$ cat src/rtl/memory_access_unit.sv
// memory_access_unit: initiator-side sequencer for the 256-byte synchronous
// memory. Serves LOAD, STORE and forward block COPY requests over a
// valid/ready handshake and returns one registered response per request.
// Every memory-side and response output comes straight from a flop, so the
// next value of each output is derived from the next state.
module memory_access_unit #(
    parameter int ADDR_W = 8,
    parameter int DATA_W = 8
) (
    input  logic              clk,
    input  logic              rst,
    input  logic              req_valid,
    output logic              req_ready,
    input  logic [1:0]        req_op,
    input  logic [ADDR_W-1:0] req_addr,
    input  logic [ADDR_W-1:0] req_dst,
    input  logic [7:0]        req_len,
    input  logic [DATA_W-1:0] req_wdata,
    output logic              resp_valid,
    output logic [DATA_W-1:0] resp_rdata,
    output logic              resp_err,
    output logic              busy,
    output logic              MemRead,
    output logic              MemWrite,
    output logic [ADDR_W-1:0] address,
    output logic [DATA_W-1:0] data_out,
    input  logic [DATA_W-1:0] mem_rdata
);

    localparam logic [1:0] OP_LOAD  = 2'b00;
    localparam logic [1:0] OP_STORE = 2'b01;
    localparam logic [1:0] OP_COPY  = 2'b10;
    localparam logic [1:0] OP_RSVD  = 2'b11;

    typedef enum logic [2:0] {
        IDLE, RD, RD_WAIT, WR, CP_RD, CP_WAIT, CP_WR, RESP
    } state_t;

    state_t              state_q, state_d;
    logic                mem_read_q, mem_read_d;
    logic                mem_write_q, mem_write_d;
    logic [ADDR_W-1:0]   address_q, address_d;
    logic [DATA_W-1:0]   data_out_q, data_out_d;
    logic                resp_valid_q, resp_valid_d;
    logic [DATA_W-1:0]   resp_rdata_q, resp_rdata_d;
    logic                resp_err_q, resp_err_d;
    logic [DATA_W-1:0]   hold_q, hold_d;
    logic [ADDR_W-1:0]   src_ptr_q, src_ptr_d;
    logic [ADDR_W-1:0]   dst_ptr_q, dst_ptr_d;
    logic [7:0]          cnt_q, cnt_d;
    logic                accept;

    // Ready is forced low while reset is held, even before the edge lands.
    assign req_ready  = (state_q == IDLE) & ~rst;
    assign accept     = req_valid & req_ready;
    assign busy       = (state_q != IDLE);
    assign MemRead    = mem_read_q;
    assign MemWrite   = mem_write_q;
    assign address    = address_q;
    assign data_out   = data_out_q;
    assign resp_valid = resp_valid_q;
    assign resp_rdata = resp_rdata_q;
    assign resp_err   = resp_err_q;

    // State register with asynchronous reset back to IDLE.
    always_ff @(posedge clk or posedge rst) begin
        if (rst) state_q <= IDLE;
        else     state_q <= state_d;
    end

    // Next-state sequencing; a COPY of zero bytes and the reserved op skip
    // the memory entirely and answer on the next cycle.
    always_comb begin
        state_d = state_q;
        case (state_q)
            IDLE: begin
                if (accept) begin
                    case (req_op)
                        OP_LOAD:  state_d = RD;
                        OP_STORE: state_d = WR;
                        OP_COPY:  state_d = (req_len == 8'd0) ? RESP : CP_RD;
                        default:  state_d = RESP;
                    endcase
                end
            end
            RD:      state_d = RD_WAIT;
            RD_WAIT: state_d = RESP;
            WR:      state_d = RESP;
            CP_RD:   state_d = CP_WAIT;
            CP_WAIT: state_d = CP_WR;
            CP_WR:   state_d = (cnt_q == 8'd0) ? RESP : CP_RD;
            RESP:    state_d = IDLE;
            default: state_d = IDLE;
        endcase
    end

    // Output and datapath next values; strobes follow the state being
    // entered so they appear registered in that state's cycle.
    always_comb begin
        mem_read_d   = (state_d == RD) || (state_d == CP_RD);
        mem_write_d  = (state_d == WR) || (state_d == CP_WR);
        resp_valid_d = (state_d == RESP);
        address_d    = address_q;
        data_out_d   = data_out_q;
        resp_rdata_d = resp_rdata_q;
        resp_err_d   = resp_err_q;
        hold_d       = hold_q;
        src_ptr_d    = src_ptr_q;
        dst_ptr_d    = dst_ptr_q;
        cnt_d        = cnt_q;
        case (state_q)
            IDLE: begin
                if (accept) begin
                    src_ptr_d = req_addr + ADDR_W'(1);
                    dst_ptr_d = req_dst;
                    cnt_d     = req_len;
                    if (state_d != RESP) address_d = req_addr;
                    if (req_op == OP_STORE) data_out_d = req_wdata;
                    if (state_d == RESP) begin
                        resp_err_d   = (req_op == OP_RSVD);
                        resp_rdata_d = '0;
                    end
                end
            end
            RD_WAIT: begin
                resp_rdata_d = mem_rdata;
                resp_err_d   = 1'b0;
            end
            WR: resp_err_d = 1'b0;
            CP_WAIT: begin
                // Byte is captured once and written in the following cycle;
                // the counter tracks bytes still to go after this one.
                hold_d     = mem_rdata;
                data_out_d = mem_rdata;
                address_d  = dst_ptr_q;
                dst_ptr_d  = dst_ptr_q + ADDR_W'(1);
                cnt_d      = cnt_q - 8'd1;
            end
            CP_WR: begin
                if (cnt_q == 8'd0) begin
                    resp_rdata_d = hold_q;
                    resp_err_d   = 1'b0;
                end else begin
                    address_d = src_ptr_q;
                    src_ptr_d = src_ptr_q + ADDR_W'(1);
                end
            end
            default: ;
        endcase
    end

    // Output and datapath registers; reset drops the strobes immediately.
    always_ff @(posedge clk or posedge rst) begin
        if (rst) begin
            mem_read_q   <= 1'b0;
            mem_write_q  <= 1'b0;
            address_q    <= '0;
            data_out_q   <= '0;
            resp_valid_q <= 1'b0;
            resp_rdata_q <= '0;
            resp_err_q   <= 1'b0;
            hold_q       <= '0;
            src_ptr_q    <= '0;
            dst_ptr_q    <= '0;
            cnt_q        <= '0;
        end else begin
            mem_read_q   <= mem_read_d;
            mem_write_q  <= mem_write_d;
            address_q    <= address_d;
            data_out_q   <= data_out_d;
            resp_valid_q <= resp_valid_d;
            resp_rdata_q <= resp_rdata_d;
            resp_err_q   <= resp_err_d;
            hold_q       <= hold_d;
            src_ptr_q    <= src_ptr_d;
            dst_ptr_q    <= dst_ptr_d;
            cnt_q        <= cnt_d;
        end
    end

endmodule

$ cat config.mk
export PLATFORM = sky130hd
export DESIGN_NAME = memory_access_unit
export DESIGN_NICKNAME = d
export VERILOG_FILES = /design/src/rtl/memory_access_unit.sv
export SDC_FILE = /design/constraint.sdc
export NUM_CORES = 1
export LEC_CHECK = 0
export CORE_UTILIZATION = 35
export CTS_BUF_LIST = sky130_fd_sc_hd__clkbuf_4 sky130_fd_sc_hd__clkbuf_8 sky130_fd_sc_hd__clkbuf_16
export DETAILED_ROUTE_END_ITERATION = 6
export SYNTH_ARGS = -nofsm -noshare
export SYNTH_HDL_FRONTEND = slang
export SYNTH_SLANG_ARGS = --single-unit
$ cat constraint.sdc
create_clock -name clk -period 2.8 [get_ports clk]
set_input_delay 0.7 -clock clk [delete_from_list [all_inputs] [get_ports clk]]
set_output_delay 0.7 -clock clk [all_outputs]
set_load 0.03 [all_outputs]
==> impl_metrics.json <==
{
  "status": "finished, final reports clean",
  "first_pass_iters": 5,
  "path_max_fanout": 8,
  "diodes": 0,
  "skew_ns": 0.01239,
  "cts.htree.levels": 3,
  "synth.top_cell.area_share": 0.4516,
  "design_area_sq_um": 4703,
  "slew_headroom": 0.5679,
  "io_pins": 75,
  "ys_seq_elements": 63,
  "fin_nets": 515,
  "start_util": 0.3588,
  "dieArea_sq_um": 10380,
  "hp-class": "flop to flop",
  "timing.final.crit_share": 0.9661,
  "timing.hold.ws_ns": 0.4784,
  "io_buffers": 74,
  "root_buffer": "clkbuf_8",
  "drv_slew": 0,
  "dp_hpwl_um": 6862,
  "yosysSeqAreaShare": 0.4516,
  "drive_above_1_share": 0.1365,
  "endpoint_kind": "flop",
  "synthArstFlopShare": 1.000,
  "netlist_area_sq_um": 3491,
  "avgViaCountPerCell": 5.365,
  "final_common_cell": "nand2_1",
  "setup_viol": 0,
  "synth.distinct_cells": 61,
  "grt_pass1_vias": 3173,
  "syn_nets": 421,
  "cts_tree": "built",
  "synthFlopType": "dfrtp_1",
  "mostFrequentLayoutCells": "nand2_1 (76), clkdlybuf4s50_1 (73), dfrtp_1 (63)",
  "insertion_delay_ns": 0.34,
  "rows": 36,
  "drv_cap": 0,
  "numCtsBuffers": 9,
  "syn2layout_area_growth_pct": 34.73,
  "drt-total-wl_um": 9304,
  "cp-start-kind": "primary input",
  "place_congestion": 0.8789,
  "synth_top_area_cell": "dfrtp_1",
  "cellPowerDensity_nw_per_um2": 1125,
  "place_area_sq_um": 4516,
  "fin_util": 0.4834,
  "drc_errors": 0,
  "clk_pin_slew_ns": 0.07,
  "die_h_um": 101.9,
  "die_w_um": 101.9,
  "synth_cells": 372,
  "fill_cells": 971,
  "worstPathArrival_ns": 2.93,
  "min_period_ns": 2.705,
  "ant_nets": 0,
  "grt_max_degree": 29,
  "grt_antenna_before_repair": 0,
  "synth-edff-count": 0,
  "synthTopCellsByArea": "dfrtp_1 (45%), nand2_1 (8.2%), mux2i_1 (3.7%)",
  "clock_path_buffers": 2,
  "gr-total-overflow": 0,
  "drtIter0Drc": 123,
  "grt_pass1_wl_um": 15210,
  "final-hold-violation-count": 0,
  "synth_warnings": 0,
  "fp.coreArea_sq_um": 9729,
  "vias": 3230,
  "grt_use_total": 0.1910,
  "power.leakage_uw": 0.002126,
  "syn_area_per_cell_sq_um": 9.384,
  "rsz0062_at_grt": "no",
  "cts.sinks": 63,
  "tightest_slew_ns": 0.6482,
  "fmax_ghz": 0.3697,
  "crit_type": "primary input to flop",
  "routedWlPerCell_um": 15.46,
  "ir_worst_vdd_mv": 0.4154,
  "required_ns": 3.03
}
==> kinds of logic after synthesis <==
| logic type | Yosys count | share of synthesized area |
|---|---|---|
| AND/OR/NAND/NOR | 158 | 0.2190 |
| AO/OA/AOI/OAI | 96 | 0.1957 |
| flip-flops | 63 | 0.4516 |
| buffers and inverters | 25 | 0.03441 |
| multiplexers | 22 | 0.07491 |
| XOR/XNOR | 4 | 0.01004 |
| adder cells (fa/ha/maj) | 4 | 0.01434 |
==> layer usage <==
layer / global-route usage / share of wire / wire, um
met5: 0 / 0 / 0
met4: 0.08022 / 0.021 / 194
met3: 0.03967 / 0.056 / 520
met2: 0.3165 / 0.47 / 4401
met1: 0.2432 / 0.45 / 4188
==> worst paths after layout <==
path / slack (ns) / start / cells after the start / endpoint
worst max-delay path: 0.09 / req_len[4] / 6 / address[0]
worst min-delay path: 0.48 / hold_q[2] / 2 / hold_q[2]
worst max register to register: 0.41 / state_q[2] / 8 / src_ptr_q[6]
worst min register to register: 0.48 / hold_q[2] / 2 / hold_q[2]
max in group asynchronous: 1.37 / rst / 3 / state_q[1]
min in group asynchronous: 0.82 / rst / 2 / hold_q[5]
==> registers in the layout, indices dropped and copies added, names as in the netlist, 3 cells and up <==
| name | flops |
|---|---|
| address | 8 |
| cnt_q | 8 |
| data_out | 8 |
| dst_ptr_q | 8 |
| hold_q | 8 |
| resp_rdata | 8 |
| src_ptr_q | 8 |
| state_q | 3 |
==> worst max-delay path, stage by stage <==
cell and delay, ns:
clkdlybuf4s50_1 0.42, or4_4 0.56, or4_4 0.57, o211ai_4 0.11, o2bb2ai_4 0.24, mux2_4 0.33
==> layout make-up <==
type                       count  area (sq um)  share of cell area
sequential                    63          1577              0.3352
tap                          133         166.4             0.03538
clock inverter                 4         47.55             0.01011
timing repair buffer         100         950.9              0.2022
clock buffer                  10         137.6             0.02926
inverter                       8         30.03            0.006385
multi-input combinational    284          1794              0.3815
==> report_power, final <==
group | leakage (uW) | internal [uW] | switching (uW)
clock network | 0.0000940 | 422 | 348
registers | 0.000761 | 1330 | 365
logic | 0.00127 | 1280 | 1550
total | 0.00213 | 3030 | 2270
==> stage by stage <==
step / worst slack, ns / cells / setup TNS (ns) / power (uW)
after CTS: 0.02389 / 602 / 0 / 5336
after global placement: -0.2608 / 588 / -2.324 / 4486
after floorplan: 0.2489 / 372 / 0 / 3611
after detailed placement: -0.2779 / 588 / -2.465 / 4540
final: 0.09495 / 602 / 0 / 5293
after global routing: 0.03935 / 602 / 0 / 5686
==> Yosys cell counts (all sizes together) (3+ instances only) <==
library cell,number
a31oi,6
nand2,77
o21ai,17
nand4,3
mux2i,13
a21oi,23
a211oi,3
ha,4
o2bb2ai,9
nor2b,3
nor2,27
o21a,4
buf,6
nand3b,4
o22ai,5
o211ai,4
inv,8
a311oi,3
mux2,9
a22oi,4
nor4,3
nor3,4
nand3,16
and3,7
a21o,4
clkbuf,11
o221a,4
dfrtp,63
or4,4
==> what timing repair did <==
action	CTS	global route
setup buffers	0	0
resized for setup	0	1
setup endpoints to repair	0	1
hold buffers	0	0
(Power assumes the default switching activity.)
==> RTL edit 1, RTL diff (same flow settings) <==
Re-encode `state_t` (8 states) as Gray code, 3 bits wide.
--- a/src/rtl/memory_access_unit.sv
+++ b/src/rtl/memory_access_unit.sv
@@ -33,7 +33,7 @@
     localparam logic [1:0] OP_RSVD  = 2'b11;
 
     typedef enum logic [2:0] {
-        IDLE, RD, RD_WAIT, WR, CP_RD, CP_WAIT, CP_WR, RESP
+        IDLE = 3'b000, RD = 3'b001, RD_WAIT = 3'b011, WR = 3'b010, CP_RD = 3'b110, CP_WAIT = 3'b111, CP_WR = 3'b101, RESP = 3'b100
     } state_t;
 
     state_t              state_q, state_d;
Check against the original RTL: same outputs for any inputs over 10 cycles, from zero or initial values and one cycle with rst high; not proved beyond that.
==> RTL edit 1 against the original RTL <==
  * Count of clock-buffer cells in the layout increased by 1
  * Total power decreased by 4.5%
  * Final area decreased by 0.13%
  * Wire length about the same
  * Maximum frequency increased by 3.4%
  * Setup slack improved by 0.090 ns
  * Area after synthesis decreased by 0.90%
  * Sequential share of layout area about the same
  * Sequential cell count unchanged
  * Synthesized cell count increased by 3.8%
  * Clock power increased by 40%
  * Clock skew decreased by 0.0027 ns
==> RTL edit 1: results <==
{
  "status": "finished, final reports clean",
  "cp.arrival_ns": 1.92,
  "r2r_cells": 5,
  "layout.nets": 518,
  "p_leak_nw": 2.06,
  "synth.area.mux_share_pct": 10.8,
  "syn_nets": 434,
  "tightestPinTransition_ns": 0.812,
  "synthXorXnorAreaFrac_pct": 0.759,
  "async_flop_share_pct": 100,
  "pg_clk_mw": 1.08,
  "seq_area_frac_synth_pct": 45.6,
  "gp_congestion": 0.809,
  "holdCritStartpoint": "hold_q[1]$_DFFE_PP0N_",
  "grt_util_all_layers_pct": 19.5,
  "switchingPower_mw": 1.98,
  "cpMaxStageDelayCell": "clkdlybuf4s50_1",
  "rr_endpoint": "address[3]$_DFFE_PP0P_",
  "post_cts.repair.setup_buffers": 0,
  "cts.path.max_buffers": 2,
  "antenna_cells": 0,
  "synth_cell_types": 50,
  "grt_pass1_wl_microns": 15500,
  "synth_common_cells": "nand2_1, dfrtp_1, nor2_1, o21ai_0, a21oi_1",
  "firstDrtPassIters": 4,
  "drt_iter0_drc": 138,
  "antenna_found_initial": 0,
  "holdWs_ns": 0.478,
  "drive_above_1_share_pct": 13.7,
  "synth.area.top_cells": "dfrtp_1, nand2_1, mux2_2, mux2i_1, o21ai_0",
  "worstHoldEndpoint": "hold_q[1]$_DFFE_PP0N_",
  "grt_start_max_net_pins": 64,
  "cts_resized": 0,
  "comb_power_mw": 2.22,
  "synth-compound-area-share_pct": 16.3,
  "fillers": 868,
  "htreeDepth": 3,
  "critPathTopFamily": "buffers and inverters",
  "worst-path-max-fanout": 13,
  "wl_per_cell_microns": 15.4,
  "placed_area_sq_um": 4420,
  "vdd_drop_max_uv": 441,
  "synth-adder-area-share_pct": 1.08,
  "ff2ff_setup_slack_ns": 0.47,
  "grt_pass1_vias": 3008,
  "r2r-start": "cnt_q[3]$_DFFE_PP0P_",
  "viasPerCell": 5.23,
  "skew_ns": 0.00973,
  "intPower_mw": 3.07,
  "dpl.hpwl_microns": 6780,
  "cp_slowest_stage_delay_ns": 0.64
}
[RTL edit 1: worst max-delay path by stage]
stage | slack [ns] | end | start | cells past startpoint
after global routing | 0.09 | busy | state_q[2]$_DFF_PP0_ | 2
after global placement | 0.11 | resp_err$_DFFE_PP0P_ | req_len[0] | 6
final | 0.18 | busy | state_q[2]$_DFF_PP0_ | 2
after CTS | 0.15 | busy | state_q[2]$_DFF_PP0_ | 2
after detailed placement | 0.06 | resp_err$_DFFE_PP0P_ | req_len[4] | 6
after floorplan | 0.36 | address[0]$_DFFE_PP0P_ | rst | 5
[RTL edit 1: through the flow]
step | instances | util (%) | setup WS, ns
after CTS | 604 | 49.9 | 0.153
after global routing | 604 | 49.9 | 0.0932
after floorplan | 386 | - | 0.359
final | 604 | 49.9 | 0.185
after global placement | 588 | 47.0 | 0.106
after detailed placement | 588 | 47.0 | 0.0583
[RTL edit 1: kinds of logic (layout without fill, tap and decap cells)]
family,after synthesis,in the layout
AO/OA/AOI/OAI,85,85
XOR/XNOR,3,3
adder cells (fa/ha/maj),3,3
buffers and inverters,30,119
flip-flops,63,63
multiplexers,35,35
AND/OR/NAND/NOR,167,167
[RTL edit 1: layout make-up]
cell class	instances	area [sq um]	area share [%]
sequential	63	1580	33.6
tap	129	161	3.44
inverter	10	41.3	0.879
multi-input combinational	293	1760	37.5
timing repair buffer	93	881	18.8
clock inverter	5	129	2.74
clock buffer	11	145	3.09
[RTL edit 1: tightest hold or removal path, delay by kind of cell, from the launching register on]
family,cells,cell delay [ns]
DFF,1,0.34
and+or+nand+nor,2,0.10
[RTL edit 1: layer usage]
metal,vias up,part of all wire (%),wire length (microns),GRT usage (%)
li1,1536,-,-,-
met1,1531,48,4490,28.2
met2,84,46,4240,29.8
met3,6,5.2,480,4.35
met4,0,0.84,78,4.46
met5,-,0,0,0
==> RTL edit 2, RTL diff (same flow settings) <==
Made on the original files. `DATA_W`: 8 -> 6.
--- a/src/rtl/memory_access_unit.sv
+++ b/src/rtl/memory_access_unit.sv
@@ -5,7 +5,7 @@
 // next value of each output is derived from the next state.
 module memory_access_unit #(
     parameter int ADDR_W = 8,
-    parameter int DATA_W = 8
+    parameter int DATA_W = 6
 ) (
     input  logic              clk,
     input  logic              rst,
Ports: changed (resized data_out, mem_rdata, req_wdata and resp_rdata); port bits go from 75 to 67. No check against the original RTL was run, so the function may have changed too.
==> RTL edit 2 against the original RTL <==
  * Total power shrank 7.7%
  * Area after synthesis shrank 6.5%
  * Core utilization grew 0.50 points
  * Wire length shrank 5.1%
  * Highest routed layer unchanged
  * Largest power group unchanged
  * Die area shrank 6.4%
  * Combinational power shrank 11%
  * Via count shrank 5.8%
  * Sequential cell count shrank 6
  * Final area shrank 7.7%
  * Sequential share of layout area shrank 0.68 points
  * Final cell count shrank 7.1%
  * Setup slack gained 0.073 ns
==> RTL edit 2: results <==
{
  "status": "finished, final reports clean",
  "fillers": 847,
  "cp_slowest_stage_delay_ns": 0.61,
  "p_leak_nw": 1.89,
  "syn_nets": 415,
  "drt_iter0_drc": 222,
  "vdd_drop_max_uv": 566,
  "buffers": 87,
  "critPathTopFamily": "buffers and inverters",
  "register_area_sq_um": 1430,
  "seq_cell_count": 57,
  "relSlewSlack_pct": 60.9,
  "grt_pass1_vias": 2950,
  "worst-path-max-fanout": 12,
  "cp.arrival_ns": 1.93,
  "drive_above_1_share_pct": 12.0,
  "grt_pass1_wl_microns": 14900,
  "switchingPower_mw": 2.08,
  "place_ws_ns": 0.0423,
  "synth_common_cells": "nand2_1, dfrtp_1, nor2_1, a21oi_1, o21ai_0",
  "synth.area.top_cells": "dfrtp_1, nand2_1, a21oi_1, mux2i_1, mux2_2",
  "buf_share_pct": 19.4,
  "dpl.hpwl_microns": 6590,
  "clock_cell_area_share_pct": 4.58,
  "portBuffers": 66,
  "layout.nets": 492,
  "synth_cell_types": 48,
  "inverters": 11,
  "grt_util_all_layers_pct": 19.6,
  "viasPerCell": 5.44
}
==> RTL edit 2: cell types whose count changed after synthesis, sizes merged, moves of 4 or more <==
cell   unedited run  this run
o22ai             5        14
o21a              4         0
nand2            77        71
a22oi             4         0
nand3            16        11
nor2             27        32
nor3              4         8
dfrtp            63        57
a21oi            23        29
and3              7         2
==> RTL edit 2: worst register-to-register path, cell delays in order, from the launching register on <==
cell      delay, ns
dfrtp_1        0.40
buf_4          0.33
nand3b_1       0.18
buf_4          0.22
a21oi_1        0.37
or2_2          0.28
a21oi_1        0.08
a311oi_1       0.26
==> RTL edit 2: path summary, 6_finish.rpt <==
| path | from | endpoint | slack (ns) | cells past startpoint |
|---|---|---|---|---|
| max reg2reg | state_q[2]$_DFF_PP0_ | src_ptr_q[5]$_DFFE_PP0P_ | 0.58 | 7 |
| min reg2reg | hold_q[4]$_DFFE_PP0N_ | hold_q[4]$_DFFE_PP0N_ | 0.47 | 2 |
| min in group asynchronous | rst | data_out[4]$_DFFE_PP0P_ | 0.79 | 2 |
| max in group asynchronous | rst | cnt_q[2]$_DFFE_PP0P_ | 1.53 | 3 |
| max | state_q[0]$_DFF_PP0_ | busy | 0.17 | 3 |
| min | hold_q[4]$_DFFE_PP0N_ | hold_q[4]$_DFFE_PP0N_ | 0.47 | 2 |
==> RTL edit 2: cell families (layout without fill, tap and decap cells) <==
kind of cell / after synthesis / in the layout / share of synthesized area (%)
muxes: 25 / 25 / 8.09
adders and majority gates: 4 / 4 / 1.53
AOI/OAI and AO/OA: 99 / 99 / 20.5
buffers and inverters: 32 / 113 / 4.22
DFF: 57 / 57 / 43.7
and+or+nand+nor: 153 / 153 / 21.9
==> RTL edit 2: timing repair <==
action	in CTS	in global routing
buffers inserted	0	0
endpoints found under the setup margin	1	0
gates resized for setup	1	0
==> RTL edit 2: power by group through the flow <==
| stage | clock (mW) | sequential (mW) | combinational [mW] |
|---|---|---|---|
| global route | 0.838 | 1.64 | 2.77 |
| floorplan | 0 | 1.81 | 1.45 |
| detailed placement | 0 | 1.58 | 2.53 |
| global placement | 0 | 1.59 | 2.51 |
| finish | 0.779 | 1.58 | 2.52 |
| CTS | 0.801 | 1.58 | 2.53 |
==> RTL edit 2: per-layer routing <==
layer / GRT usage (%) / part of all wire, %
met3: 2.91 / 4.4
met5: 0 / 0
met2: 29.1 / 43
met1: 28.4 / 50
met4: 8.50 / 2.2
==> RTL edit 2: per-stage QoR <==
step	cells	area [sq um]	power [mW]	hold slack, ns
finish	559	4340	4.88	0.474
global route	559	4340	5.25	0.501
global placement	544	4150	4.09	0.458
floorplan	370	3260	3.26	0.445
detailed placement	544	4150	4.11	0.462
CTS	559	4340	4.91	0.477
